### src/rtl/pipe_fetch_ctrl.sv
// Fetch-stage controller: PC register, IF/ID register and interrupt FSM.
// Interrupts are taken only when ID has no control transfer in flight.
module pipe_fetch_ctrl #(
    parameter logic [31:0] VECTOR   = 32'h0000_0008,
    parameter logic [31:0] RESET_PC = 32'h0000_0000
) (
    input  logic        clock,
    input  logic        reset,
    input  logic        stall,
    input  logic [1:0]  pcsource,
    input  logic [31:0] bpc,
    input  logic [31:0] rpc,
    input  logic [31:0] jpc,
    input  logic [31:0] ins,
    input  logic        intr,
    input  logic        inten,
    input  logic        eret,
    output logic [31:0] pc,
    output logic [31:0] dpc4,
    output logic [31:0] dinst,
    output logic        dvalid,
    output logic [31:0] epc,
    output logic        inta,
    output logic        busy
);

    typedef enum logic [1:0] {
        RUN  = 2'd0,
        PEND = 2'd1,
        TAKE = 2'd2
    } state_t;

    state_t      state;
    state_t      state_nx;

    logic        req;
    logic        quiet;
    logic        take;
    logic [31:0] pc4;
    logic [31:0] pcsel;

    logic [31:0] pc_nx;
    logic [31:0] epc_nx;
    logic [31:0] dpc4_nx;
    logic [31:0] dinst_nx;
    logic        dvalid_nx;

    assign req   = intr & inten;
    assign quiet = ~stall & (pcsource == 2'b00) & ~eret;
    assign take  = (state == TAKE);
    assign pc4   = pc + 32'h4;

    assign inta  = take;
    assign busy  = (state != RUN);

    // Next-PC source selected by ID.
    always_comb begin
        pcsel = pc4;
        unique case (pcsource)
            2'b00: pcsel = pc4;
            2'b01: pcsel = bpc;
            2'b10: pcsel = rpc;
            2'b11: pcsel = jpc;
            default: pcsel = pc4;
        endcase
    end

    // Interrupt FSM state register.
    always_ff @(posedge clock or posedge reset) begin
        if (reset) begin
            state <= RUN;
        end else begin
            state <= state_nx;
        end
    end

    // Interrupt FSM next state: wait in PEND for a quiet ID stage.
    always_comb begin
        state_nx = state;
        unique case (state)
            RUN: begin
                if (req) state_nx = PEND;
            end
            PEND: begin
                if (!req)       state_nx = RUN;
                else if (quiet) state_nx = TAKE;
            end
            TAKE: begin
                state_nx = RUN;
            end
            default: begin
                state_nx = RUN;
            end
        endcase
    end

    // Next PC / IF/ID / epc: take > stall > eret > normal fetch.
    always_comb begin
        pc_nx     = pc;
        epc_nx    = epc;
        dpc4_nx   = dpc4;
        dinst_nx  = dinst;
        dvalid_nx = dvalid;
        unique case (1'b1)
            take: begin
                pc_nx     = VECTOR;
                epc_nx    = pc;
                dpc4_nx   = 32'h0;
                dinst_nx  = 32'h0;
                dvalid_nx = 1'b0;
            end
            (!take && stall): begin
                pc_nx = pc;
            end
            (!take && !stall && eret): begin
                pc_nx     = epc;
                dpc4_nx   = 32'h0;
                dinst_nx  = 32'h0;
                dvalid_nx = 1'b0;
            end
            default: begin
                pc_nx     = pcsel;
                dpc4_nx   = pc4;
                dinst_nx  = ins;
                dvalid_nx = 1'b1;
            end
        endcase
    end

    // PC, IF/ID and epc registers.
    always_ff @(posedge clock or posedge reset) begin
        if (reset) begin
            pc     <= RESET_PC;
            epc    <= 32'h0;
            dpc4   <= 32'h0;
            dinst  <= 32'h0;
            dvalid <= 1'b0;
        end else begin
            pc     <= pc_nx;
            epc    <= epc_nx;
            dpc4   <= dpc4_nx;
            dinst  <= dinst_nx;
            dvalid <= dvalid_nx;
        end
    end

endmodule

### config.mk
export PLATFORM = sky130hd
export DESIGN_NAME = pipe_fetch_ctrl
export DESIGN_NICKNAME = d
export VERILOG_FILES = /design/src/rtl/pipe_fetch_ctrl.sv
export SDC_FILE = /design/constraint.sdc
export NUM_CORES = 1
export LEC_CHECK = 0
export ABC_AREA = 1
export BUFFER_PORTS_ARGS = -buffer_cell sky130_fd_sc_hd__buf_4
export CORE_MARGIN = 5
export CORE_UTILIZATION = 50
export CTS_CLUSTER_DIAMETER = 100
export DETAILED_ROUTE_END_ITERATION = 10
export GPL_ROUTABILITY_DRIVEN = 0
export PLACE_DENSITY_LB_ADDON = 0.15
export SLEW_MARGIN = 5
export SYNTH_ARGS = -nofsm -noshare
export SYNTH_HDL_FRONTEND = slang
export SYNTH_SLANG_ARGS = --single-unit
### constraint.sdc
create_clock -name clock -period 7.45 [get_ports clock]
set_clock_uncertainty 0.2 [all_clocks]
set_input_delay 1.49 -clock clock [delete_from_list [all_inputs] [get_ports clock]]
set_output_delay 1.49 -clock clock [all_outputs]
set_load 0.01 [all_outputs]
==> impl_metrics.env <==
export IMPL_outcome="finished, final reports clean"
export IMPL_num_io_pins=267
export IMPL_grt_max_degree=72
export IMPL_cts_sinks=131
export IMPL_dieArea_um2=16300
export IMPL_ys_ff_latch=131
export IMPL_clk_pin_slew_worst_paths_ns=0.06
export IMPL_rsz0062_at_grt="false"
export IMPL_period_share_pct=45.3
export IMPL_synth_edf_count=0
export IMPL_start_util_pct=50.4
export IMPL_cts_max_path_buffers=2
export IMPL_cts_tree="yes"
export IMPL_path_max_fanout=32
export IMPL_worstPathArrival_ns=1.68
export IMPL_num_vias=7045
export IMPL_cts_resized=0
export IMPL_end_kind="output port"
export IMPL_routed_wl_mm=23.2
export IMPL_nNetsFinal=1220
export IMPL_ys_warnings_count=0
export IMPL_fp_row_count=43
export IMPL_clockPowerShare_pct=39.0
export IMPL_startpoint_type="flip-flop"
export IMPL_antenna_found_initial=0
export IMPL_numCtsBuffers=17
export IMPL_synth_avg_cell_area_um2=8.25
export IMPL_p_sw_mw=0.620
export IMPL_p_int_mw=1.53
export IMPL_post_cts_buffers=0
export IMPL_synth_cell_types=34
export IMPL_yosysMostFrequentCell="nand2_1"
export IMPL_cts_root_buf="clkbuf_16"
export IMPL_diodes=0
export IMPL_place_hpwl_mm=16.6
export IMPL_p_sw_share_pct=28.8
export IMPL_drc=0
export IMPL_dr_pass1_iters=5
export IMPL_synth_top_area_share_pct=47.4
export IMPL_htree_levels=4
export IMPL_async_flop_share_pct=100
export IMPL_layout_min_cycle_time_ns=3.37
export IMPL_drv_slew=0
export IMPL_layout_drive_gt1_share_pct=32.1
export IMPL_synthesis_nets=975
export IMPL_grt_pass1_vias=6756
export IMPL_grt_overflow_total=0
export IMPL_syn2layout_area_growth_pct=37.9
export IMPL_grt_pass1_wl_mm=36.2
export IMPL_dp_slack_ns=3.83
export IMPL_synth_area_um2=6910
export IMPL_ir_worst_vdd_uv=137
export IMPL_die_h_um=128
export IMPL_numPortBuffers=266
export IMPL_netlist_top_cells_count="277 x nand2_1, 131 x dfrtp_1, 67 x nand3_1, 53 x inv_1, 53 x o21ai_0"
export IMPL_synth_cells=838
export IMPL_synth_seq_area_share_pct=47.4
export IMPL_criticalPathCategory="flip-flop to output port"
export IMPL_tns_ns=0
export IMPL_relSlewSlack_pct=21.0
export IMPL_hold_viol_final=0
export IMPL_yosysTopAreaCell="dfrtp_1"
export IMPL_setup_viol=0
export IMPL_tightest_slew_ns=1.18
export IMPL_p_seq_share_pct=39.9
export IMPL_crit_required_ns=5.76
export IMPL_die_w_um=128
export IMPL_cts_hold_buf=0
export IMPL_max_cap_violations=0
export IMPL_hold_path_class="flip-flop to flip-flop"
export IMPL_combPwrFrac_pct=21.1
export IMPL_r2r_setup_slack_ns=4.49
export IMPL_netlist_top_cells_area="dfrtp_1 47%, nand2_1 15%, nand3_1 4.9%"
export IMPL_powerDensity_nw_per_um2=226
export IMPL_clock_fmax_mhz=296
export IMPL_leakagePower_nw=4.82
export IMPL_vias_per_cell=5.53
export IMPL_drtIter0Drc=707
export IMPL_setup_ws_ns=4.08
export IMPL_synthFlopType="dfrtp_1"
export IMPL_core_area_um2=13700
export IMPL_drt_antenna_violating_nets=0
export IMPL_drt_wirelength_per_cell_um=18.2
export IMPL_clock_latency_ns=0.42
export IMPL_track_usage_pct=28.5
==> sequential cells by signal, summed over array words and instances, names as in the netlist <==
| signal | flops |
|---|---|
| state | 2 |
| dpc4 | 32 |
| epc | 32 |
| dvalid | 1 |
| pc | 32 |
| dinst | 32 |
==> power groups by stage <==
stage	Clock (mW)	Combinational, mW	Sequential [mW]
2_1_floorplan	0	0.197	0.884
3_3_place_gp	0	0.449	0.868
3_5_place_dp	0	0.456	0.869
4_1_cts	0.849	0.457	0.858
5_1_grt	0.879	0.497	0.869
6_report	0.840	0.454	0.860
==> cell families after synthesis <==
group / count (synthesis) / share of synthesized area (%)
buffers and inverters: 106 / 6.99
XOR/XNOR: 15 / 1.90
AND/OR/NAND/NOR: 414 / 25.6
AO/OA/AOI/OAI: 171 / 17.9
flip-flops: 131 / 47.4
adder cells (fa/ha/maj): 1 / 0.181
==> stage by stage <==
step / power (mW) / util (%) / std cells / hold slack (ns) / area (µm²)
6_report: 2.15 / 69.5 / 1275 / 0.281 / 9530
2_1_floorplan: 1.08 / - / 838 / 0.277 / 6910
3_3_place_gp: 1.32 / 65.1 / 1244 / 0.269 / 8930
4_1_cts: 2.16 / 69.5 / 1275 / 0.284 / 9530
5_1_grt: 2.25 / 69.5 / 1275 / 0.306 / 9530
3_5_place_dp: 1.32 / 65.1 / 1244 / 0.268 / 8930
==> per-layer routing <==
layer,vias to the layer above,routed length [µm],GRT usage (%)
met4,0,370,8.30
met3,28,2230,7.53
li1,3296,-,-
met2,325,11300,46.7
met5,-,0,0
met1,3396,9300,37.5
==> critical path: stages, from the launching register on <==
cell	delay, ns
dfrtp_1	0.40
inv_2	0.08
nand2_4	0.21
inv_2	0.35
buf_4	0.19
==> cell usage in the layout (no fill, tap or decap), drive strengths merged, types with 2 or more instances in the layout <==
cell	netlist	routed
clkinvlp	0	4
a31oi	7	7
a22oi	13	13
clkinv	0	2
xnor2	2	2
o21ai	54	54
buf	32	270
bufinv	0	2
nand3	68	68
clkbuf	12	23
dfrtp	131	131
a21o	3	3
xor2	13	13
inv	62	62
a21oi	40	40
o2111ai	3	3
a22o	19	19
nand2	282	282
a32o	32	32
nor2	60	60
==> cell type report <==
type / count / area, µm²
well taps: 180 / 225
multi-input cells: 601 / 3170
repair buffers: 270 / 2030
clock inverters: 8 / 100
flip-flops and latches: 131 / 3280
clock buffers: 23 / 498
fillers: 1184 / 4190
inverters: 62 / 238
==> worst paths after layout <==
check,start,end,cells past startpoint
setup / recovery,state[0],inta,4
hold reg to reg,dpc4[20],dpc4[20],2
max in group asynchronous,reset,epc[24],3
min in group asynchronous,reset,epc[14],2
setup reg to reg,state[0],pc[8],10
hold / removal,dpc4[20],dpc4[20],2
Power figures use the tool's default switching activity.
